**config.mk**
```make
export PLATFORM = sky130hd
export DESIGN_NAME = serial_add_ctrl
export DESIGN_NICKNAME = d
export VERILOG_FILES = /design/src/rtl/serial_add_ctrl.sv
export SDC_FILE = /design/constraint.sdc
export NUM_CORES = 1
export LEC_CHECK = 0
export CAP_MARGIN = 20
export CORE_ASPECT_RATIO = 0.5
export CORE_MARGIN = 8
export CORE_UTILIZATION = 45
export CTS_BUF_LIST = sky130_fd_sc_hd__clkbuf_8
export DETAILED_ROUTE_END_ITERATION = 6
export HOLD_SLACK_MARGIN = 0.1
export MAX_ROUTING_LAYER = met4
export PLACE_DENSITY = 0.78
export REMOVE_ABC_BUFFERS = 1
export SLEW_MARGIN = 20
export SYNTH_ARGS = -nofsm -noshare
export SYNTH_HDL_FRONTEND = slang
export SYNTH_SLANG_ARGS = --single-unit
export TNS_END_PERCENT = 1
```
**constraint.sdc**
```tcl
create_clock -name clk -period 3.2 [get_ports clk]
set_input_delay 0.64 -clock clk [delete_from_list [all_inputs] [get_ports clk]]
set_output_delay 0.64 -clock clk [all_outputs]
set_load 0.01 [all_outputs]
```
**src/rtl/serial_add_ctrl.sv**
```systemverilog
// Bit-serial adder sequencer that feeds a 1-bit full adder LSB first
// and collects the WIDTH-bit sum and the final carry-out.
module serial_add_ctrl #(
   parameter int unsigned WIDTH = 8,
   parameter int unsigned CNT_W = 6
) (
   input  logic             clk,
   input  logic             rst_n,
   input  logic             in_valid,
   output logic             in_ready,
   input  logic [WIDTH-1:0] in_a,
   input  logic [WIDTH-1:0] in_b,
   input  logic             in_ci,
   output logic             add_a,
   output logic             add_b,
   output logic             add_ci,
   input  logic             add_sum,
   input  logic             add_co,
   output logic             out_valid,
   input  logic             out_ready,
   output logic [WIDTH-1:0] out_sum,
   output logic             out_co,
   output logic             busy
);

   typedef enum logic [1:0] {StIdle, StRun, StDone} state_e;

   localparam logic [CNT_W-1:0] LastCnt = CNT_W'(WIDTH - 1);

   state_e           state_q, state_d;
   logic [WIDTH-1:0] sh_a_q, sh_a_d;
   logic [WIDTH-1:0] sh_b_q, sh_b_d;
   logic [WIDTH-1:0] res_q, res_d;
   logic             carry_q, carry_d;
   logic [CNT_W-1:0] cnt_q, cnt_d;

   always_ff @(posedge clk or negedge rst_n) begin
      if (!rst_n) begin
         state_q <= StIdle;
         sh_a_q  <= '0;
         sh_b_q  <= '0;
         res_q   <= '0;
         carry_q <= 1'b0;
         cnt_q   <= '0;
      end else begin
         state_q <= state_d;
         sh_a_q  <= sh_a_d;
         sh_b_q  <= sh_b_d;
         res_q   <= res_d;
         carry_q <= carry_d;
         cnt_q   <= cnt_d;
      end
   end

   always_comb begin
      state_d = state_q;
      sh_a_d  = sh_a_q;
      sh_b_d  = sh_b_q;
      res_d   = res_q;
      carry_d = carry_q;
      cnt_d   = cnt_q;
      unique case (state_q)
         StIdle: begin
            if (in_valid) begin
               sh_a_d  = in_a;
               sh_b_d  = in_b;
               carry_d = in_ci;
               res_d   = '0;
               cnt_d   = '0;
               state_d = StRun;
            end
         end
         StRun: begin
            // Sum bits enter at the MSB so the LSB lands at bit 0 after WIDTH shifts.
            res_d            = res_q >> 1;
            res_d[WIDTH-1]   = add_sum;
            carry_d          = add_co;
            sh_a_d           = sh_a_q >> 1;
            sh_b_d           = sh_b_q >> 1;
            if (cnt_q == LastCnt) begin
               state_d = StDone;
            end else begin
               cnt_d = cnt_q + CNT_W'(1);
            end
         end
         StDone: begin
            if (out_ready) begin
               state_d = StIdle;
            end
         end
         default: state_d = StIdle;
      endcase
   end

   always_comb begin
      in_ready  = (state_q == StIdle);
      busy      = (state_q == StRun);
      out_valid = (state_q == StDone);
      add_a     = busy & sh_a_q[0];
      add_b     = busy & sh_b_q[0];
      add_ci    = busy & carry_q;
      out_sum   = res_q;
      out_co    = carry_q;
   end

endmodule

```
==> impl_results.md <==
- Status: complete, no violations
- CP Launch Type: flop
- P_leak: 0.944 nW
- Setup violators final: 0
- Hold/Removal Path Class: flop to flop
- Met3 Track Usage GR: 3.46%
- Share of layout cells above drive strength 1: under 10%
- Core outline area: around 0.0034 mm2
- Reg2Reg Setup Slack: approximately 1.5 ns
- Layout Skew: about 0.0085 ns
- Max Cap Viol: 0
- Cell row count: 15
- Worst hold slack: 0.483 ns
- Sink Count: 33
- Die Y: 57.8 um
- Max VDD drop: ~0.00038 V
- Crit path arrival time: between 2 and 2.5 ns
- Clock network fraction of design power: between 15 and 20%
- Io pins: 38
- P&R area growth vs syn: 32.6%
- R2R depth: 4
- Gates resized, CTS repair: 0
- GRT Util Overall: around an eighth
- P_int: ~1.3 mW
- Post-route cell area: 0.00208 mm2
- Syn Area/Cell: roughly 10 um2
- Hpwl dp: about 2200 um
- GR Util met2: 19.6%
- Clk slew on worst S/H paths: about 0.07 ns
- RSZ-0062 raised after global routing: no
- Hold buffer count at CTS: 0
- Gate count of the mapped netlist: 150
- Sequential share of the synthesized area: 52.5%
- Nets: 209
- Post-CTS Setup Bufs: 0
- Root Buffer: clkbuf_8
- Drt drc: 0
- Area after DPL: just under 0.002 mm2
- Sw Pwr: 0.694 mW
- Htree depth: 2
- CTS Buf Count: 5
- Drt via density: between 5 and 6
- Power share of the combinational group: 42.4%
- Max FO, Critical Path: 27
- Die area: ~0.0058 mm2
- Largest net degree at the start of global routing: 34
- Worst Setup EP: add_ci
- Met1 global-route usage: ~15%
- CTS tree: done
- Clk_lat worst skew: 0.28 ns
- Router iterations before antenna repair: 4
- Seq pwr share: between 30 and 40%
- Final Hold Viols: 0
- Fin crit share: between 80 and 90%
- Vias: 1211
- Crit Path Class: flop to output port
- Slew at the pin with the worst max-slew slack: approximately 0.64 ns
- Vias in the first global route: between 1000 and 1500
- Starting Density: roughly 46%
- Number of register bits inferred by synthesis: 33
- Detailed Route Iter0 Violations: 32
- CP Capture Type: output port
- Grt peak-use layer: met2
- Peak Freq: between 300 and 400 MHz
- Setup TNS: 0 ns
- Slew headroom: a little under three fifths
- Antenna viol nets, final: 0
- Fillers: approximately 290
- Final Max Slew Viols: 0
- Post-synth cell types: 30
- DR WL/cell: between 10 and 15 um
- First-pass GRT wire length: roughly 5600 um
- Grt ovf: 0
- Antenna violations before repair: 0
- Gpl congestion: 0.774
- Switching fraction of total power: between 30% and 40%
- R2R Path End: cnt_q[0]
- Mapped cell area: between 0.0015 and 0.002 mm2
- PwrDens: roughly 960 mW/mm2
- Reg-to-reg startpoint: state_q[0]
- Max clock buf depth: 2
- IO Port Bufs: 37
- Die W: approximately 100 um
- Required @ worst endpoint: roughly 2.6 ns
- Synth warn: 0
- Tmin final: ~2.6 ns
- Ant diodes: 0
- Worst setup startpoint: state_q[0]
- Detailed-route wire length: around 3300 um
sequential cells by signal (all words and copies together), names as in the netlist:
signal,cells
out_sum,8
sh_a_q,8
sh_b_q,8
cnt_q,6
state_q,2
out_co,1
Yosys cell counts:
library cell  count  area (um2)
o21ai_0          15        75.1
inv_1             3        11.3
and2_1            3        18.8
nor3_1            3        15.0
ha_1              1        12.5
buf_2             2        10.0
dfrtp_1          33         826
nand3_1           4        20.0
o2bb2ai_1         1        8.76
inv_6             1        8.76
a41oi_1           1        8.76
and2b_1           1        7.51
clkbuf_1          6        22.5
or4_1             1        7.51
o211ai_1          3        22.5
nand2b_1          1        6.26
mux2_2            1        11.3
nor2_1            4        15.0
a21oi_1           4        20.0
o21bai_2          1        11.3
a21o_1            2        15.0
a2111oi_0         1        8.76
a311o_1           2        20.0
nor2b_1           2        12.5
mux2i_1          15         150
nand2b_4          1        13.8
nand2_1          24        90.1
o21ai_1           2        10.0
buf_6             3        33.8
a22o_1            9        78.8
how the worst min path moves through the flow:
stage	start	end	slack (ns)	depth (start not counted)
after global routing	sh_b_q[4]	sh_b_q[4]	0.52	2
after CTS	sh_a_q[0]	sh_a_q[0]	0.49	2
final	sh_a_q[0]	sh_a_q[0]	0.48	2
after floorplan	rst_n	cnt_q[0]	0.34	0
after detailed placement	sh_a_q[0]	sh_a_q[0]	0.47	2
after global placement	sh_a_q[0]	sh_a_q[0]	0.45	2
metrics by stage:
step           instances  power, mW  setup WS [ns]  utilization (%)
5_1_grt              237       2.15          0.447             61.3
4_1_cts              237       2.01          0.550             61.3
2_1_floorplan        139       1.25           1.39                -
6_report             237       1.99          0.554             61.3
3_5_place_dp         229       1.60          0.872             57.9
3_3_place_gp         229       1.57          0.904             57.9
layer usage:
layer	up-vias	routed length, um
li1	598	-
met1	582	1490
met3	5	120
met2	26	1610
met4	0	39
met5	-	0
critical path: stages, from the launching register on:
cell	delay, ns
dfrtp_1	0.62
nand2b_4	0.16
inv_6	0.25
and2_1	0.17
clkdlybuf4s50_1	0.53
cell type report:
cell class	count	area [um2]	share of cell area, %
Sequential cell	33	826	39.6
Multi-Input combinational cell	102	659	31.7
Timing Repair Buffer	39	398	19.1
Clock buffer	6	82.6	3.96
Tap cell	51	63.8	3.06
Clock inverter	2	33.8	1.62
Inverter	4	20.0	0.961
kinds of logic after synthesis:
logic type	Yosys count	share of synthesized area [%]
and+or+nand+nor	44	13.1
AOI/OAI and AO/OA	41	17.8
DFF	33	52.5
muxes	16	10.3
buffers and inverters	15	5.49
adders and majority gates	1	0.796
power by group through the flow:
stage	Sequential (mW)	Clock [mW]	Combinational [mW]
floorplan	0.745	0	0.505
global placement	0.744	0	0.830
finish	0.750	0.396	0.844
detailed placement	0.752	0	0.851
global route	0.775	0.432	0.943
CTS	0.747	0.408	0.855
layout by cell type, fill, tap and decap left out, types with 2 or more instances in the layout:
cell / count
clkdlybuf4s50_1: 37
dfrtp_1: 33
nand2_1: 24
mux2i_1: 15
o21ai_0: 15
a22o_1: 9
clkbuf_8: 6
nor2_1: 4
inv_1: 4
nand3_1: 4
a21oi_1: 4
and2_1: 3
o211ai_1: 3
nor3_1: 3
o21ai_1: 2
a21o_1: 2
nor2b_1: 2
a311o_1: 2
No activity file was read; power rests on OpenSTA's default activity.
